**src/rtl/idex_hazard_unit.sv**
```systemverilog
// idex_hazard_unit: in-flight write scoreboard driving the IF/ID hold, ID/EX bubble, redirect flush and halt drain.
// Optional feature: define IDEX_HAZARD_FORWARD_EN to stall only on load-use and produce registered forwarding selects.
module idex_hazard_unit #(
    parameter int REG_W     = 3,
    parameter int DRAIN_CYC = 3
) (
    input  logic             clk,
    input  logic             rst_n,
    input  logic             D_Valid,
    input  logic [REG_W-1:0] D_Rs,
    input  logic [REG_W-1:0] D_Rt,
    input  logic             D_UsesRs,
    input  logic             D_UsesRt,
    input  logic             D_WriteToReg,
    input  logic [REG_W-1:0] D_WriteReg,
    input  logic             D_MemReadEn,
    input  logic             D_Halt,
    input  logic             X_Redirect,
    output logic             Stall_F,
    output logic             Bubble_D,
    output logic             Flush_F,
    output logic [1:0]       FwdA,
    output logic [1:0]       FwdB,
    output logic             Halted,
    output logic [15:0]      StallCnt
);

    localparam int CNT_W     = (DRAIN_CYC < 2) ? 1 : $clog2(DRAIN_CYC + 1);
    localparam int STAGE_EX  = 0;
    localparam int STAGE_MEM = 1;
    localparam int STAGE_WB  = 2;

    typedef enum logic [1:0] {
        RUN,
        DRAIN,
        HALTED
    } stateType;

    typedef struct packed {
        logic             valid;
        logic [REG_W-1:0] wreg;
        logic             isLoad;
    } sbEntry;

    stateType         state;
    stateType         nextState;
    sbEntry           scoreboard [3];
    sbEntry           decodeEntry;
    logic [CNT_W-1:0] drainCnt;
    logic             drainLoad;
    logic             rsHitEx;
    logic             rsHitMem;
    logic             rtHitEx;
    logic             rtHitMem;
    logic             hazard;

    function automatic logic srcHit(input logic uses, input logic [REG_W-1:0] src, input sbEntry entry);
        return uses && entry.valid && (entry.wreg == src);
    endfunction

    // The WB entry is never compared: the register file writes before it reads.
    assign rsHitEx  = D_Valid && srcHit(D_UsesRs, D_Rs, scoreboard[STAGE_EX]);
    assign rsHitMem = D_Valid && srcHit(D_UsesRs, D_Rs, scoreboard[STAGE_MEM]);
    assign rtHitEx  = D_Valid && srcHit(D_UsesRt, D_Rt, scoreboard[STAGE_EX]);
    assign rtHitMem = D_Valid && srcHit(D_UsesRt, D_Rt, scoreboard[STAGE_MEM]);

`ifdef IDEX_HAZARD_FORWARD_EN
    assign hazard = (rsHitEx || rtHitEx) && scoreboard[STAGE_EX].isLoad;
`else
    assign hazard = rsHitEx || rtHitEx || rsHitMem || rtHitMem;
`endif

    always_ff @(posedge clk or negedge rst_n) begin
        if (!rst_n) begin
            state <= RUN;
        end else begin
            state <= nextState;
        end
    end

    // A halt leaves decode like any other instruction; DRAIN then freezes the front end until it retires.
    always_comb begin
        nextState = state;
        Stall_F   = 1'b0;
        Bubble_D  = 1'b0;
        Flush_F   = 1'b0;
        drainLoad = 1'b0;
        case (state)
            RUN: begin
                if (X_Redirect) begin
                    Flush_F  = 1'b1;
                    Bubble_D = 1'b1;
                end else if (hazard) begin
                    Stall_F  = 1'b1;
                    Bubble_D = 1'b1;
                end else if (D_Valid && D_Halt) begin
                    nextState = DRAIN;
                    drainLoad = 1'b1;
                end
            end
            DRAIN: begin
                Stall_F  = 1'b1;
                Bubble_D = 1'b1;
                if (drainCnt <= CNT_W'(1)) begin
                    nextState = HALTED;
                end
            end
            HALTED: begin
                Stall_F  = 1'b1;
                Bubble_D = 1'b1;
            end
            default: begin
                nextState = RUN;
            end
        endcase
    end

    always_ff @(posedge clk or negedge rst_n) begin
        if (!rst_n) begin
            drainCnt <= '0;
        end else if (drainLoad) begin
            drainCnt <= CNT_W'(DRAIN_CYC);
        end else if (state == DRAIN && drainCnt != '0) begin
            drainCnt <= drainCnt - CNT_W'(1);
        end
    end

    assign Halted = (state == HALTED);

    always_comb begin
        decodeEntry = '0;
        if (!Bubble_D && D_Valid && D_WriteToReg) begin
            decodeEntry.valid  = 1'b1;
            decodeEntry.wreg   = D_WriteReg;
            decodeEntry.isLoad = D_MemReadEn;
        end
    end

    always_ff @(posedge clk or negedge rst_n) begin
        if (!rst_n) begin
            for (int i = 0; i < 3; i++) begin
                scoreboard[i] <= '0;
            end
        end else begin
            scoreboard[STAGE_WB]  <= scoreboard[STAGE_MEM];
            scoreboard[STAGE_MEM] <= scoreboard[STAGE_EX];
            scoreboard[STAGE_EX]  <= decodeEntry;
        end
    end

    always_ff @(posedge clk or negedge rst_n) begin
        if (!rst_n) begin
            StallCnt <= '0;
        end else if (state == RUN && Stall_F && StallCnt != 16'hFFFF) begin
            StallCnt <= StallCnt + 16'd1;
        end
    end

`ifdef IDEX_HAZARD_FORWARD_EN
    function automatic logic [1:0] fwdSel(input logic hitEx, input logic hitMem);
        if (hitEx) begin
            return 2'b01;
        end
        if (hitMem) begin
            return 2'b10;
        end
        return 2'b00;
    endfunction

    // Selects travel with the instruction into EX; a bubble carries no forwarding.
    always_ff @(posedge clk or negedge rst_n) begin
        if (!rst_n) begin
            FwdA <= 2'b00;
            FwdB <= 2'b00;
        end else if (Bubble_D) begin
            FwdA <= 2'b00;
            FwdB <= 2'b00;
        end else begin
            FwdA <= fwdSel(rsHitEx, rsHitMem);
            FwdB <= fwdSel(rtHitEx, rtHitMem);
        end
    end
`else
    assign FwdA = 2'b00;
    assign FwdB = 2'b00;
`endif

endmodule

```
**config.mk**
```make
export PLATFORM = sky130hd
export DESIGN_NAME = idex_hazard_unit
export DESIGN_NICKNAME = d
export VERILOG_FILES = /design/src/rtl/idex_hazard_unit.sv
export SDC_FILE = /design/constraint.sdc
export NUM_CORES = 1
export LEC_CHECK = 0
export CORE_MARGIN = 4
export CORE_UTILIZATION = 43
export CTS_CLUSTER_SIZE = 24
export DETAILED_ROUTE_END_ITERATION = 7
export PLACE_DENSITY = 0.75
export SLEW_MARGIN = 20
export SYNTH_ARGS = -nofsm -noshare
export SYNTH_HDL_FRONTEND = slang
export SYNTH_SLANG_ARGS = --single-unit
```
**constraint.sdc**
```tcl
create_clock -name clk -period 2.21 [get_ports clk]
set_clock_uncertainty 0.15 [all_clocks]
set_input_delay 0.442 -clock clk [delete_from_list [all_inputs] [get_ports clk]]
set_output_delay 0.442 -clock clk [all_outputs]
set_load 0.03 [all_outputs]
```
==> impl_metrics.json <==
{
  "run_status": "complete, but fails checks",
  "violations": "negative setup slack",
  "slew_violations": 0,
  "p_leak_nw": 1.002,
  "area_growth_pct": 35.87,
  "criticalPathCategory": "primary input to output pin",
  "num_io_pins": 42,
  "antenna_cells_inserted": 0,
  "postSynth.asyncResetShare": 1.000,
  "worst_ep_required_time_ps": 1620,
  "library_cell_with_the_highest_instance_count_after_synthesis": "dfrtp_1",
  "syn_area_per_cell_um2": 10.51,
  "clock_sinks": 28,
  "grt_start_max_net_pins": 29,
  "number_of_global_route_vias_before_repair": 1189,
  "yosysUniqueCellTypes": 34,
  "die_width_um": 68.55,
  "crit_path_start_kind": "primary input",
  "drt.antenna.violating_nets": 0,
  "critPathMaxFanout": 2,
  "drtPass1Iterations": 4,
  "final_util": 0.6223,
  "fin_crit_sh": 1.125,
  "hp-class": "flop to flop",
  "initial_utilization": 0.4580,
  "globalRouteOverflowTotal": 0,
  "synth.area.top_cells": "dfrtp_1, xnor2_1, xor2_1, ha_1, nand2_1",
  "cts.reportedPaths.clkPinSlew_ps": 90,
  "crit_path_end": "Stall_F",
  "ff2ff_setup_slack_ps": 10,
  "pnr_worst_setup_slack_ps": -275.2,
  "layout_min_cycle_time_ps": 2485,
  "ctsHtreeMaxLevel": 1,
  "remaining_drc_errors": 0,
  "wl_per_cell_um": 13.82,
  "die_y_um": 68.55,
  "detail_route.wirelength_um": 3345,
  "cts_tree": "done",
  "gp_congestion": 0.7537,
  "worstPathArrival_ps": 1890,
  "timing.fmax_mhz": 402.4,
  "yosys.area.top_type_share": 0.4444,
  "vdd.ir_drop.worst_mv": 0.2182,
  "timing.critical_path.slowest_cell_delay_ps": 320,
  "finalSetupViolations": 3,
  "drt_iter0_drc": 30,
  "cp_num_buf_inv": 3,
  "post_synth_inst_count": 150,
  "reported_max_cap_violation_count": 0,
  "end_kind": "output pin",
  "cpLargestDelayFamily": "buffers and inverters",
  "num_vias": 1188,
  "port_buffers": 36,
  "worst_skew_pair.late_latency_ps": 270,
  "cts_buffers": 3,
  "synth_warnings": 0,
  "postSynthRegisterBits": 28,
  "vias_per_cell": 4.909,
  "worst_r2r_startpoint": "scoreboard[13]",
  "grt_setup_unrepaired": "yes",
  "synth-seq-area-share": 0.4444,
  "synth.largest_area_cell": "dfrtp_1",
  "critical_path.startpoint": "D_Rs[1]",
  "total_power_w": 0.0008488,
  "num-fill-cells": 279,
  "hold_buffers": 0,
  "synth_area_mm2": 0.001577,
  "die_area_mm2": 0.004699,
  "synth_enable_flop_cells": 0,
  "power_density_mw_per_mm2": 396.2,
  "cts.root.buffer_cell": "clkbuf_8",
  "finalNetCount": 223,
  "placeableCoreArea_mm2": 0.003442,
  "fp-row-count": 21,
  "gr-usage-all-layers": 0.1516,
  "post_synth_most_frequent_cells": "dfrtp_1, xnor2_1, nand2_1, xor2_1",
  "hold_viol": 0,
  "cts.path.max_buffers": 2,
  "reg2reg_depth": 8,
  "crit-reg2reg-capture": "StallCnt[1]",
  "predominant_post_synthesis_flop_cell": "dfrtp_1",
  "totalNegativeSetupSlack_ps": -541.9,
  "post_route_cells_drive_above_1_share": 0.1786,
  "dp_hpwl_um": 2468,
  "crit_chain": "clkdlybuf4s15_1 -> xor2_2 -> nor4_4 -> o41ai_2 -> buf_4 -> o21bai_4 -> nor2b_4 -> buf_6",
  "grt_first_pass_wirelength_um": 5382,
  "timing.critical_path.slowest_stage_cell": "nor4_4",
  "timing.critical_path.depth": 8,
  "antenna_found_initial": 0
}
-- worst reg2reg max path: stages, from the launching register on --
cell	delay [ps]
dfrtp_1	440
xor2_1	170
nor4_2	310
o41ai_2	140
buf_4	150
o21bai_4	110
buf_4	230
nand2_2	100
mux2_4	300
-- cell type report --
class,instances,area (µm²),area share
clock buffer,3,41.29,0.01928
inverter,6,22.52,0.01051
multi-input combinational,112,884.6,0.4130
sequential,28,700.7,0.3271
tap,46,57.56,0.02687
timing repair buffer,47,435.4,0.2033
-- power by group --
part	leakage [nW]	internal, W	switching [W]	total [W]
registers	0.386	0.000512	0	0.000512
clock network	0.0216	0.000122	0.000147	0.000269
logic	0.594	0.0000293	0.0000382	0.0000675
-- per-layer routing --
metal  GRT usage  routed length (µm)  up-vias
met5           0                   0        -
met4     0.04467                  28        0
met3     0.02431                 143        2
met2      0.2670                1724       26
met1      0.1895                1449      563
li1            -                   -      597
-- sequential cells by signal, summed over array words and instances (netlist names) --
name        cells
drainCnt        2
StallCnt       16
scoreboard      8
state           2
-- what timing repair did --
action,in CTS,in global routing
buffers inserted,4,0
setup endpoints to repair,25,5
gates resized for setup,19,4
pin swaps,14,7
-- placed cells by master, fill, tap and decap left out, types with 2 or more instances in the layout --
cell	count
nor2_1	8
nand2_1	13
nand3_1	8
inv_1	6
conb_1	4
a211o_1	2
nand4_1	4
and2_1	5
ha_1	7
xor2_1	11
clkbuf_8	3
a21oi_1	2
dfrtp_1	28
and3_1	5
buf_4	12
clkdlybuf4s50_1	24
buf_6	2
a211oi_1	2
dlygate4sd2_1	6
nor4_2	3
nand4_2	3
nand2b_1	2
clkdlybuf4s15_1	3
xnor2_1	16
-- worst min path at each step --
stage | depth (start not counted) | slack (ps) | end | startpoint
6_report | 0 | 270 | scoreboard[9] | scoreboard[14]
5_1_grt | 0 | 300 | scoreboard[9] | scoreboard[14]
4_1_cts | 0 | 270 | scoreboard[9] | scoreboard[14]
3_5_place_dp | 0 | 250 | scoreboard[9] | scoreboard[14]
3_3_place_gp | 0 | 240 | scoreboard[9] | scoreboard[14]
2_1_floorplan | 0 | -4 | StallCnt[0] | rst_n
-- cell families after synthesis --
| logic type | Yosys count | share of synthesized area |
|---|---|---|
| XOR/XNOR | 28 | 0.1556 |
| flip-flops | 28 | 0.4444 |
| other | 1 | 0.002379 |
| AND/OR/NAND/NOR | 59 | 0.2143 |
| multiplexers | 1 | 0.009521 |
| AO/OA/AOI/OAI | 13 | 0.06826 |
| adder cells (fa/ha/maj) | 7 | 0.05555 |
| buffers and inverters | 13 | 0.05000 |
-- stage by stage --
step | area [µm²] | hold WS (ps) | std cells | setup slack (ps)
after floorplan | 1603 | -3.591 | 153 | -231.5
after global placement | 2024 | 244.7 | 237 | -481.0
after detailed placement | 2024 | 248.5 | 237 | -550.4
after CTS | 2115 | 270.6 | 242 | -278.4
after global routing | 2142 | 295.6 | 242 | -345.0
final | 2142 | 270.1 | 242 | -275.2
Power figures use the tool's default switching activity.
